===== src/rtl/light_monitor.sv =====
// Receiver for the traffic-light colour bus. It drives one-hot lamps, checks the
// sequence order and dwell times, and latches a sticky fault that flashes yellow.
module light_monitor #(
    parameter int unsigned MIN_GREEN    = 8,
    parameter int unsigned MIN_YELLOW   = 3,
    parameter int unsigned MIN_RED      = 6,
    parameter int unsigned BLINK_PERIOD = 4
) (
    input  logic       clk,
    input  logic       reset,
    input  logic [1:0] light_in,
    input  logic       clear,
    output logic       lamp_r,
    output logic       lamp_y,
    output logic       lamp_g,
    output logic       fault,
    output logic [1:0] fault_code,
    output logic [7:0] cycle_cnt
);

    localparam logic [1:0] Red     = 2'b00;
    localparam logic [1:0] Yellow  = 2'b01;
    localparam logic [1:0] Green   = 2'b10;
    localparam logic [1:0] Illegal = 2'b11;

    localparam logic [15:0] MinGreen  = 16'(MIN_GREEN);
    localparam logic [15:0] MinYellow = 16'(MIN_YELLOW);
    localparam logic [15:0] MinRed    = 16'(MIN_RED);
    localparam logic [15:0] BlinkLast = 16'(BLINK_PERIOD - 1);

    localparam logic [1:0] CodeIllegal = 2'd1;
    localparam logic [1:0] CodeOrder   = 2'd2;
    localparam logic [1:0] CodeDwell   = 2'd3;

    typedef enum logic [1:0] {StInit, StTrack, StFault} state_e;

    state_e      state_q, state_d;
    logic [1:0]  cur_q, cur_d;
    logic [15:0] dwell_q, dwell_d;
    logic [15:0] blink_q, blink_d;
    logic [2:0]  lamps_q, lamps_d;  // {r, y, g}
    logic        fault_q, fault_d;
    logic [1:0]  code_q, code_d;
    logic [7:0]  cnt_q, cnt_d;

    logic        enter;
    logic [1:0]  enter_code;

    function automatic logic [1:0] successor(input logic [1:0] c);
        case (c)
            Green:   successor = Yellow;
            Yellow:  successor = Red;
            Red:     successor = Green;
            default: successor = Illegal;
        endcase
    endfunction

    function automatic logic [15:0] min_dwell(input logic [1:0] c);
        case (c)
            Green:   min_dwell = MinGreen;
            Yellow:  min_dwell = MinYellow;
            default: min_dwell = MinRed;
        endcase
    endfunction

    function automatic logic [2:0] one_hot(input logic [1:0] c);
        case (c)
            Red:     one_hot = 3'b100;
            Yellow:  one_hot = 3'b010;
            Green:   one_hot = 3'b001;
            default: one_hot = 3'b000;
        endcase
    endfunction

    always_ff @(posedge clk) begin
        if (reset) begin
            state_q <= StInit;
            cur_q   <= Red;
            dwell_q <= '0;
            blink_q <= '0;
            lamps_q <= '0;
            fault_q <= 1'b0;
            code_q  <= '0;
            cnt_q   <= '0;
        end else begin
            state_q <= state_d;
            cur_q   <= cur_d;
            dwell_q <= dwell_d;
            blink_q <= blink_d;
            lamps_q <= lamps_d;
            fault_q <= fault_d;
            code_q  <= code_d;
            cnt_q   <= cnt_d;
        end
    end

    always_comb begin
        state_d    = state_q;
        cur_d      = cur_q;
        dwell_d    = dwell_q;
        blink_d    = blink_q;
        lamps_d    = lamps_q;
        fault_d    = fault_q;
        code_d     = code_q;
        cnt_d      = cnt_q;
        enter      = 1'b0;
        enter_code = '0;

        unique case (state_q)
            StInit: begin
                if (light_in == Illegal) begin
                    enter      = 1'b1;
                    enter_code = CodeIllegal;
                end else begin
                    state_d = StTrack;
                    cur_d   = light_in;
                    dwell_d = 16'd1;
                    lamps_d = one_hot(light_in);
                end
            end
            StTrack: begin
                if (light_in == cur_q) begin
                    if (dwell_q != 16'hffff) dwell_d = dwell_q + 16'd1;
                end else if (light_in == Illegal) begin
                    enter      = 1'b1;
                    enter_code = CodeIllegal;
                end else if (light_in != successor(cur_q)) begin
                    enter      = 1'b1;
                    enter_code = CodeOrder;
                end else if (dwell_q < min_dwell(cur_q)) begin
                    enter      = 1'b1;
                    enter_code = CodeDwell;
                end else begin
                    cur_d   = light_in;
                    dwell_d = 16'd1;
                    lamps_d = one_hot(light_in);
                    if (cur_q == Red) cnt_d = cnt_q + 8'd1;
                end
            end
            StFault: begin
                // The sample taken with clear is dropped; INIT looks from the next edge.
                if (clear) begin
                    state_d = StInit;
                    fault_d = 1'b0;
                    code_d  = '0;
                    lamps_d = '0;
                    dwell_d = '0;
                    blink_d = '0;
                end else if (blink_q == BlinkLast) begin
                    blink_d    = '0;
                    lamps_d[1] = ~lamps_q[1];
                end else begin
                    blink_d = blink_q + 16'd1;
                end
            end
            default: state_d = StInit;
        endcase

        if (enter) begin
            state_d = StFault;
            fault_d = 1'b1;
            code_d  = enter_code;
            lamps_d = 3'b010;
            blink_d = '0;
        end
    end

    always_comb begin
        lamp_r     = lamps_q[2];
        lamp_y     = lamps_q[1];
        lamp_g     = lamps_q[0];
        fault      = fault_q;
        fault_code = code_q;
        cycle_cnt  = cnt_q;
    end

endmodule


===== config.mk =====
export PLATFORM = sky130hd
export DESIGN_NAME = light_monitor
export DESIGN_NICKNAME = d
export VERILOG_FILES = /design/src/rtl/light_monitor.sv
export SDC_FILE = /design/constraint.sdc
export NUM_CORES = 1
export LEC_CHECK = 0
export CAP_MARGIN = 10
export CORE_MARGIN = 2
export CORE_UTILIZATION = 56
export CTS_BUF_LIST = sky130_fd_sc_hd__clkbuf_8
export DETAILED_ROUTE_END_ITERATION = 16
export PLACE_DENSITY_LB_ADDON = 0.1
export SLEW_MARGIN = 25
export SYNTH_ARGS = -nofsm -noshare
export SYNTH_HDL_FRONTEND = slang
export SYNTH_SLANG_ARGS = --single-unit
export TNS_END_PERCENT = 30

===== constraint.sdc =====
create_clock -name clk -period 2.5 [get_ports clk]
set_input_delay 0.375 -clock clk [delete_from_list [all_inputs] [get_ports clk]]
set_output_delay 0.375 -clock clk [all_outputs]
set_load 0.1 [all_outputs]

==> Yosys cells after proc, flatten, opt, wreduce, memory -nomap -nowiden <==
Index checks and enable logic that the tools add are counted.
{ "op_classes": {"bitwise": 6, "n_reduce_logical": 17, "muxes": 56, "n_addsub": 3, "order_cmp": 1, "n_eq_ne": 29} }
{ "op_table": {"columns": ["operator", "count"], "rows": [
  ["16-bit two-way mux", 13],
  ["16-bit one-hot mux with 3 select lines", 1],
  ["2-bit two-way mux", 18],
  ["16-bit by 1-bit adder with 16-bit output (second input constant)", 2],
  ["3-bit != test (second input constant)", 10],
  ["7-bit AND reduction", 3],
  ["3-bit one-hot mux with 3 select lines", 2],
  ["16-bit by 2-bit equality test with 1-bit output (second input constant)", 1],
  ["16-bit less-than comparator", 1],
  ["16-bit != test (second input constant)", 1],
  ["3-bit two-way mux", 5],
  ["2-bit != test (second input constant)", 7],
  ["2-bit one-hot mux with 3 select lines", 2],
  ["6-bit AND reduction", 2],
  ["1-bit two-way mux", 11],
  ["8-bit by 1-bit adder with 8-bit output (second input constant)", 1],
  ["2-bit equality test (second input constant)", 4],
  ["2-bit one-hot mux with 2 select lines", 2],
  ["4-bit one-hot mux with 2 select lines", 1],
  ["2-bit by 1-bit equality test with 1-bit output (second input constant)", 3],
  ["2-bit logical NOT", 3],
  ["1-bit inverter", 6],
  ["3-bit AND reduction", 2],
  ["2-bit nonzero test", 3],
  ["8 further kinds", 8]
]} }
{ "totals": {"register_bits": 50, "in_bits": 5, "out_inout_bits": 14} }

==> Logic depth before layout (Yosys ltp) <==
Gate-level depths: netlist (run 1).
{ "logic_depth": {"word_depth": 18, "depth_mapped": 12} }

==> Least setup slack after synthesis (run 1) <==
Ideal clock, no wire load.
{ "synth_path": {"kind": "flip-flop to flip-flop", "startpoint": "register cur_q[0]", "endpoint": "register blink_q[12]", "setup_slack_ns": -0.064, "period_less_slack_ns": 2.564, "n_path_buf": 1, "arrival_time_ns": 2.449, "required_ns": 2.385, "path_stages_with_launch": 12, "path_cell_list": "dfxtp_1 -> inv_1 -> ha_1 -> inv_1 -> ha_1 -> a211oi_1 -> nand4_1 -> a31oi_2 -> o32a_1 -> or2_2 -> clkbuf_1 -> o21ba_2"} }
{ "synth_between": {"elab_chain_cells": 13, "word_cells_on_any_way": 21} }
{ "synth_lines": {"columns": ["item", "line_no", "source"], "rows": [
  ["from (decl)", "38", "logic [1:0] cur_q, cur_d;"],
  ["from (signal assigned)", "78", "cur_q <= Red;"],
  ["from (signal assigned)", "87", "cur_q <= cur_d;"],
  ["2-bit by 1-bit equality test with 1-bit output / 2-bit equality test (equally long branches)", "50, 59", null],
  ["4-bit one-hot mux with 2 select lines", "59", "case (c)"],
  ["16-bit two-way mux", "127", "end else if (light_in != successor(cur_q)) begin"],
  ["16-bit two-way mux", "124", "end else if (light_in == Illegal) begin"],
  ["16-bit two-way mux", "122", "if (light_in == cur_q) begin"],
  ["16-bit two-way mux", "109", "unique case (state_q)"],
  ["16-bit less-than comparator", "130", "end else if (dwell_q < min_dwell(cur_q)) begin"],
  ["1-bit two-way mux", "130", null],
  ["1-bit two-way mux", "127", null],
  ["1-bit two-way mux", "124", null],
  ["1-bit two-way mux (*)", "122", null],
  ["1-bit one-hot mux with 2 select lines (*)", "109", null],
  ["2-bit OR reduction (no source line) (*)", null, null],
  ["to (signal assigned)", "89", "blink_q <= blink_d;"],
  ["to (decl)", "40", "logic [15:0] blink_q, blink_d;"]
]} }
Every way passes the cells marked *; elsewhere a longest branch is shown, timed or not. The select of a mux whose other input is x is not followed.
A chain may end at the register's enable or synchronous reset.

==> Final worst setup path (run 1) <==
{ "layout_path": {"startpoint": "register cur_q[0]", "endpoint": "register blink_q[9]"} }
Same word-level chain as after synthesis.

==> results_dict.tcl, run 1 <==
set metrics [dict create \
    track_usage_pct 25.9 \
    antenna_found_initial 0 \
    synthArstFlopShare_pct 0 \
    worst-path-max-fanout 9 \
    crit_slowest_cell "o32a_1" \
    clkSlewWorstSetupHoldPaths_ns 0.09 \
    critPathTopFamily "compound AO/OA/AOI/OAI gates" \
    cts_buffers 5 \
    syn_avg_cell_area_um2 8.10 \
    crit_path_frequent_cell "ha_4" \
    final_common_cell "buf_4" \
    reg2reg_setup_slack_ns 0.13 \
    r2r-end "blink_q[9]" \
    relSlewSlack_pct 64.4 \
    fp-row-count 26 \
    ir_worst_vdd_mv 0.757 \
    cp.arrival_ns 2.58 \
    cp_slowest_stage_delay_ns 0.40 \
    drtIter0Drc 217 \
    synth_nets 394 \
    overflow 0 \
    synth.cell_area_um2 3020 \
    yosys.area_share.simple_pct 28.3 \
    syn_inst 373 \
    first_global_vias 2871 \
    regArea_um2 1000 \
    worstSetupStartpointType "flip-flop" \
    grt_max_degree 29 \
    cts_hold_buf 0 \
    skew_ns 0.00821 \
    synth_edf_count 0 \
    setup_viol 0 \
    fmax_mhz 422 \
    synthAdderAreaFrac_pct 6.63 \
    wirelength_um 7640 \
    synth_top_area_share_pct 33.1 \
    synth-compound-area-share_pct 22.9 \
    powerDensity_nw_per_um2 846 \
    drc 0 \
    nFillCells 396 \
    worst_pin_slew_ns 0.528 \
    multi_input_area_um2 1960 \
    n_antenna_cell 0 \
    final_cell_count_no_fill 495 \
    grt_pass1_wl_um 12800 \
    die_w_um 77.4 \
    die_area_um2 6000 \
    synth_top_cells_by_area "dfxtp_1 (33%), ha_1 (6.6%), a21oi_1 (5.8%)" \
    die_h_um 77.4 \
    crit_buf_inv 3 \
    hpwl_um 5480 \
    critPathCaptureType "flip-flop" \
    core_um2 5170 \
    io_buffers 18 \
    final_hold_viol_count 0 \
    dpl-instance-area_um2 3480 \
    slew_viol_final 0 \
    viasPerCell 6.14 \
    worstSetupPathType "flip-flop to flip-flop" \
    dr.pass1.iters 4 \
    hp-class "flip-flop to flip-flop" \
    fin_area_um2 3720 \
    timing.rr.start "cur_q[0]" \
    endpoint "blink_q[9]" \
    post-route-period-util_pct 94.7 \
    muxShareOfSynthArea_pct 2.07 \
    ys_ff_latch 50 \
    setup_tns_ns 0 \
    ys_dominant_reg_cell "dfxtp_1" \
    p_leak_nw 1.39 \
    reg2regPathDepth 11 \
    areaGrowthSynthToFinish_pct 23.3 \
    yosysWarnings 0 \
    insertion_delay_ns 0.31 \
    worstPathRequired_ns 2.72 \
    dpl.cell_count 484 \
    maxCapViolations 0 \
    power.total_w 0.00315 \
    synth-xor-area-share_pct 2.90 \
    h-tree-depth 2 \
    cp_cell_sequence "inv_2, ha_4, inv_1, ha_4, a211oi_2, nand4_1, a31oi_4, o32a_1, or2_4, buf_4, a311oi_1" \
    outcome "completed" \
    synth_top_family_by_area "simple AND/OR/NAND/NOR gates" \
    cts_tree "done" \
    yosysTopAreaCell "dfxtp_1" \
    via_count 3037 \
    ant_nets 0 \
    yosysSeqAreaShare_pct 33.1 \
    fin_nets 445 \
    numClockSinks 50 \
    fin_crit_ns 2.37 \
    startpoint "cur_q[0]" \
    clockBufferDepth 2 \
    drive_gt1_share_pct 21.4 \
    boundaryPins 19 \
    wl_per_cell_um 15.4 \
    crit_cells 11 \
    place.gp.congestion 0.876 \
    final_cell_mix "buf_4 (60), dfxtp_1 (47), nor2_1 (40)" \
    ys_types 58 \
    initial_core_util_pct 58.4 \
    cts_root_buf "clkbuf_8" \
]
## worst reg2reg max path, cell delays in order, from the launching register on
cell,delay [ns]
dfxtp_2,0.33
inv_2,0.11
ha_4,0.15
inv_1,0.06
ha_4,0.28
a211oi_2,0.06
nand4_1,0.14
a31oi_4,0.06
o32a_1,0.40
or2_4,0.27
buf_4,0.18
a311oi_1,0.22
## worst min path at each step
stage | cells past startpoint | endpoint | start | slack (ns)
4_1_cts | 2 | fault_code[1] | fault_code[1] | 0.49
3_5_place_dp | 2 | fault_code[1] | fault_code[1] | 0.47
5_1_grt | 2 | blink_q[8] | blink_q[8] | 0.52
6_report | 2 | blink_q[8] | blink_q[8] | 0.49
3_3_place_gp | 2 | fault_code[1] | fault_code[1] | 0.47
2_1_floorplan | 1 | blink_q[15] | blink_q[15] | 0.45
## per-stage QoR
stage	setup slack [ns]	hold WS (ns)	util [%]
2_1_floorplan	0.0378	0.447	-
3_3_place_gp	-0.0892	0.466	67.3
3_5_place_dp	-0.129	0.473	67.3
4_1_cts	0.0269	0.490	70.7
5_1_grt	-0.00315	0.515	72.0
6_report	0.132	0.492	72.0
## power by group
part,switching (W),total [W],internal (W)
Combinational,0.000918,0.00154,0.000618
Sequential,0.0000483,0.000912,0.000863
Clock,0.000277,0.000703,0.000427
Total,0.00124,0.00315,0.00191
## cells in the mapped netlist, types with 6 or more instances
master and n:
dfxtp_1 50, o21ai_0 26, nand3_1 7, and3_1 9, inv_1 6, nor3_1 7, xnor2_1 7, nor4_1 7
a21oi_1 35, nand2b_1 8, clkbuf_1 14, nor2b_1 6, nor2_1 40, nand4_1 16, a311oi_1 6, nand2_1 23
ha_1 16, or4_1 7, o31ai_1 8
## metal layers
layer	share of wire, %	wire (µm)	GRT usage, %
met5	0	0	0
met2	49	3740	44.3
met3	4.9	373	3.84
met4	2.0	149	10.9
met1	44	3370	32.3
## cell families (layout without fill, tap and decap cells)
group,Yosys count,count (layout)
compound gates,108,108
xor+xnor,10,10
fa+ha+maj,16,16
buf+inv,27,79
flops,50,50
mux,6,6
simple gates,156,156
## sequential cells by signal, indices dropped and copies added (netlist names)
register    cells
blink_q        16
dwell_q        16
cycle_cnt       8
lamps_q         3
cur_q           2
fault_code      2
state_q         2
fault           1
## final cells by class
cell class,instances,area share (%)
Multi-Input combinational cell,296,52.8
Clock inverter,2,1.61
Tap cell,70,2.35
Timing Repair Buffer,65,13.5
Inverter,6,0.605
Sequential cell,50,27.0
Clock buffer,6,2.22
## repair_timing
| action | 4_1_cts | 5_1_grt |
|---|---|---|
| cloned | 0 | 0 |
| setup endpoints to repair | 13 | 44 |
| setup buffers | 2 | 1 |
| gates resized for setup | 4 | 11 |
| pin swaps | 3 | 4 |
Power figures use the tool's default switching activity.
==> run 2, diff against run 1 <==
- CELL_PAD_IN_SITES_DETAIL_PLACEMENT: unset -> 0
- CELL_PAD_IN_SITES_GLOBAL_PLACEMENT: unset -> 2
- CORE_UTILIZATION: 56 -> 33
==> run 2 against run 1 <==
- cell count rose by 9.9%
- worst setup slack got worse by 0.028 ns
- clock-buffer cell count fell by 1
- flip-flop and latch count did not move
- sequential share of layout area fell by 0.80 points
- hold slack got worse by 0.016 ns
- sequential power fell by 1%
- non-clock buffer count rose by 12
- core utilization fell by 28 points
- die area rose by 66%
- first-iteration DRC count fell by 36%
- register-to-register slack got worse by 0.03 ns
- largest cell class unchanged
- highest routed layer unchanged
==> results_dict.tcl, run 2 (synthesis results as in run 1) <==
set metrics [dict create \
    worstSetupStartpointType "flip-flop" \
    grt_pass1_wl_um 14000 \
    viasPerCell 5.53 \
    slew_viol_final 0 \
    areaGrowthSynthToFinish_pct 26.9 \
    clkSlewWorstSetupHoldPaths_ns 0.10 \
    core_um2 8810 \
    overflow 0 \
    numClockSinks 50 \
    ant_nets 0 \
    p_leak_nw 1.44 \
    worstSetupPathType "flip-flop to flip-flop" \
    post-route-period-util_pct 95.8 \
    min_from "fault_code[1]" \
    hpwl_um 6060 \
    worst_pin_slew_ns 0.597 \
    powerDensity_nw_per_um2 799 \
    worst-path-max-fanout 12 \
    antenna_found_initial 0 \
    die_area_um2 9930 \
    cp.arrival_ns 2.63 \
    nFillCells 903 \
    reg2reg_setup_slack_ns 0.10 \
    fin_nets 457 \
    fp-row-count 34 \
    io_buffers 18 \
    n_antenna_cell 0 \
    hp-class "flip-flop to flip-flop" \
    timing.rr.start "cur_q[0]" \
    final_cell_count_no_fill 544 \
    track_usage_pct 17.2 \
    cts_tree "done" \
    boundaryPins 19 \
    drtIter0Drc 138 \
    wl_per_cell_um 15.6 \
    die_w_um 99.7 \
    dp_slack_ns -0.163 \
    die_h_um 99.7 \
    cts_root_buf "clkbuf_8" \
    relSlewSlack_pct 59.6 \
    dpl.cell_count 533 \
    dr.pass1.iters 4 \
    grt_max_degree 29 \
    worstPathRequired_ns 2.74 \
    drive_gt1_share_pct 23.9 \
    critPathCaptureType "flip-flop" \
    first_global_vias 2877 \
    worst_hold_path.endpoint "fault_code[1]" \
    regArea_um2 1000 \
    maxCapViolations 0 \
    ir_worst_vdd_mv 0.680 \
    cts_buffers 5 \
    final_cell_mix "buf_4 (70), dfxtp_1 (48), nor2_1 (40)" \
    setup_viol 0 \
    skew_ns 0.00807 \
    fin_crit_ns 2.40 \
    insertion_delay_ns 0.30 \
    fmax_mhz 417 \
    clockBufferDepth 2 \
    place.gp.congestion 0.785 \
    wirelength_um 8510 \
    initial_core_util_pct 34.3 \
    via_count 3007 \
    drc 0 \
    hold_depth 2 \
    final.setup.worst_slack_ns 0.104 \
    h-tree-depth 2 \
    multi_input_area_um2 1970 \
    outcome "completed" \
    cts_hold_buf 0 \
    reg2regPathDepth 13 \
    final_hold_viol_count 0 \
    r2r-end "cur_q[1]" \
    final_common_cell "buf_4" \
]
==> run 2: cell types whose count changed in the layout (fill, tap and decap cells not counted), moves of 2 or more <==
cell       change
buf_4         +10
a21oi_1        -2
a21oi_2        +2
buf_12         +2
bufinv_16      -2
clkinv_2       +2
==> run 2: worst max-delay path, cell delays in order (launching register included) <==
cell and delay, ns:
dfxtp_2 0.35, inv_4 0.08, ha_4 0.13, inv_1 0.06, ha_4 0.28, a211oi_2 0.06, nand4_1 0.09, a31oi_2 0.06
buf_6 0.15, buf_12 0.13, or3b_2 0.48, a21oi_2 0.17, buf_4 0.14, mux2i_1 0.16
==> run 2: per-layer routing <==
metal | GRT usage [%] | part of all wire (%) | vias up
met5 | 0 | 0 | -
li1 | - | - | 1521
met3 | 2.46 | 3.1 | 10
met1 | 23.2 | 49 | 1421
met2 | 28.8 | 47 | 55
met4 | 4.64 | 1.5 | 0
==> run 2: area by class of cell <==
cell class / instances / area share [%]
Tap cell: 108 / 3.53
Clock buffer: 5 / 1.80
Multi-Input combinational cell: 296 / 51.5
Inverter: 6 / 0.653
Timing Repair Buffer: 77 / 16.1
Clock inverter: 2 / 0.261
Sequential cell: 50 / 26.2
==> run 2: power by group <==
group | internal, W | switching [W]
sequential | 0.000862 | 0.0000412
clock | 0.000189 | 0.000280
combinational | 0.000715 | 0.000975
total | 0.00177 | 0.00130
==> run 2: worst max path at each step <==
stage,from,endpoint,slack (ns),cells after the start
after floorplan,cur_q[0],blink_q[0],0.04,11
after global placement,light_in[1],dwell_q[13],-0.13,6
after detailed placement,light_in[1],dwell_q[13],-0.16,6
after CTS,cur_q[1],dwell_q[11],0.007,9
after global routing,dwell_q[1],dwell_q[12],-0.05,8
final,cur_q[0],cur_q[1],0.10,13
==> run 2: through the flow <==
stage | power, W | cell area (µm²) | utilization, % | TNS (ns) | hold slack, ns
3_3_place_gp | 0.00249 | 3640 | 41.3 | -0.507 | 0.466
6_report | 0.00306 | 3830 | 43.5 | 0 | 0.476
3_5_place_dp | 0.00250 | 3640 | 41.3 | -1.22 | 0.461
2_1_floorplan | 0.00186 | 3020 | - | 0 | 0.447
4_1_cts | 0.00299 | 3730 | 42.3 | 0 | 0.482
5_1_grt | 0.00329 | 3830 | 43.5 | -0.176 | 0.507
==> run 2: what timing repair did <==
action,in CTS,in global routing
setup buffers,0,3
pin swaps,0,5
cloned,0,1
resized for setup,4,16
setup endpoints to repair,10,26
==> run 3, diff against run 2 <==
- GPL_ROUTABILITY_DRIVEN: unset -> 0
==> results of run 3 <==
Final layout, timing and power as in run 2 (identical DEF).
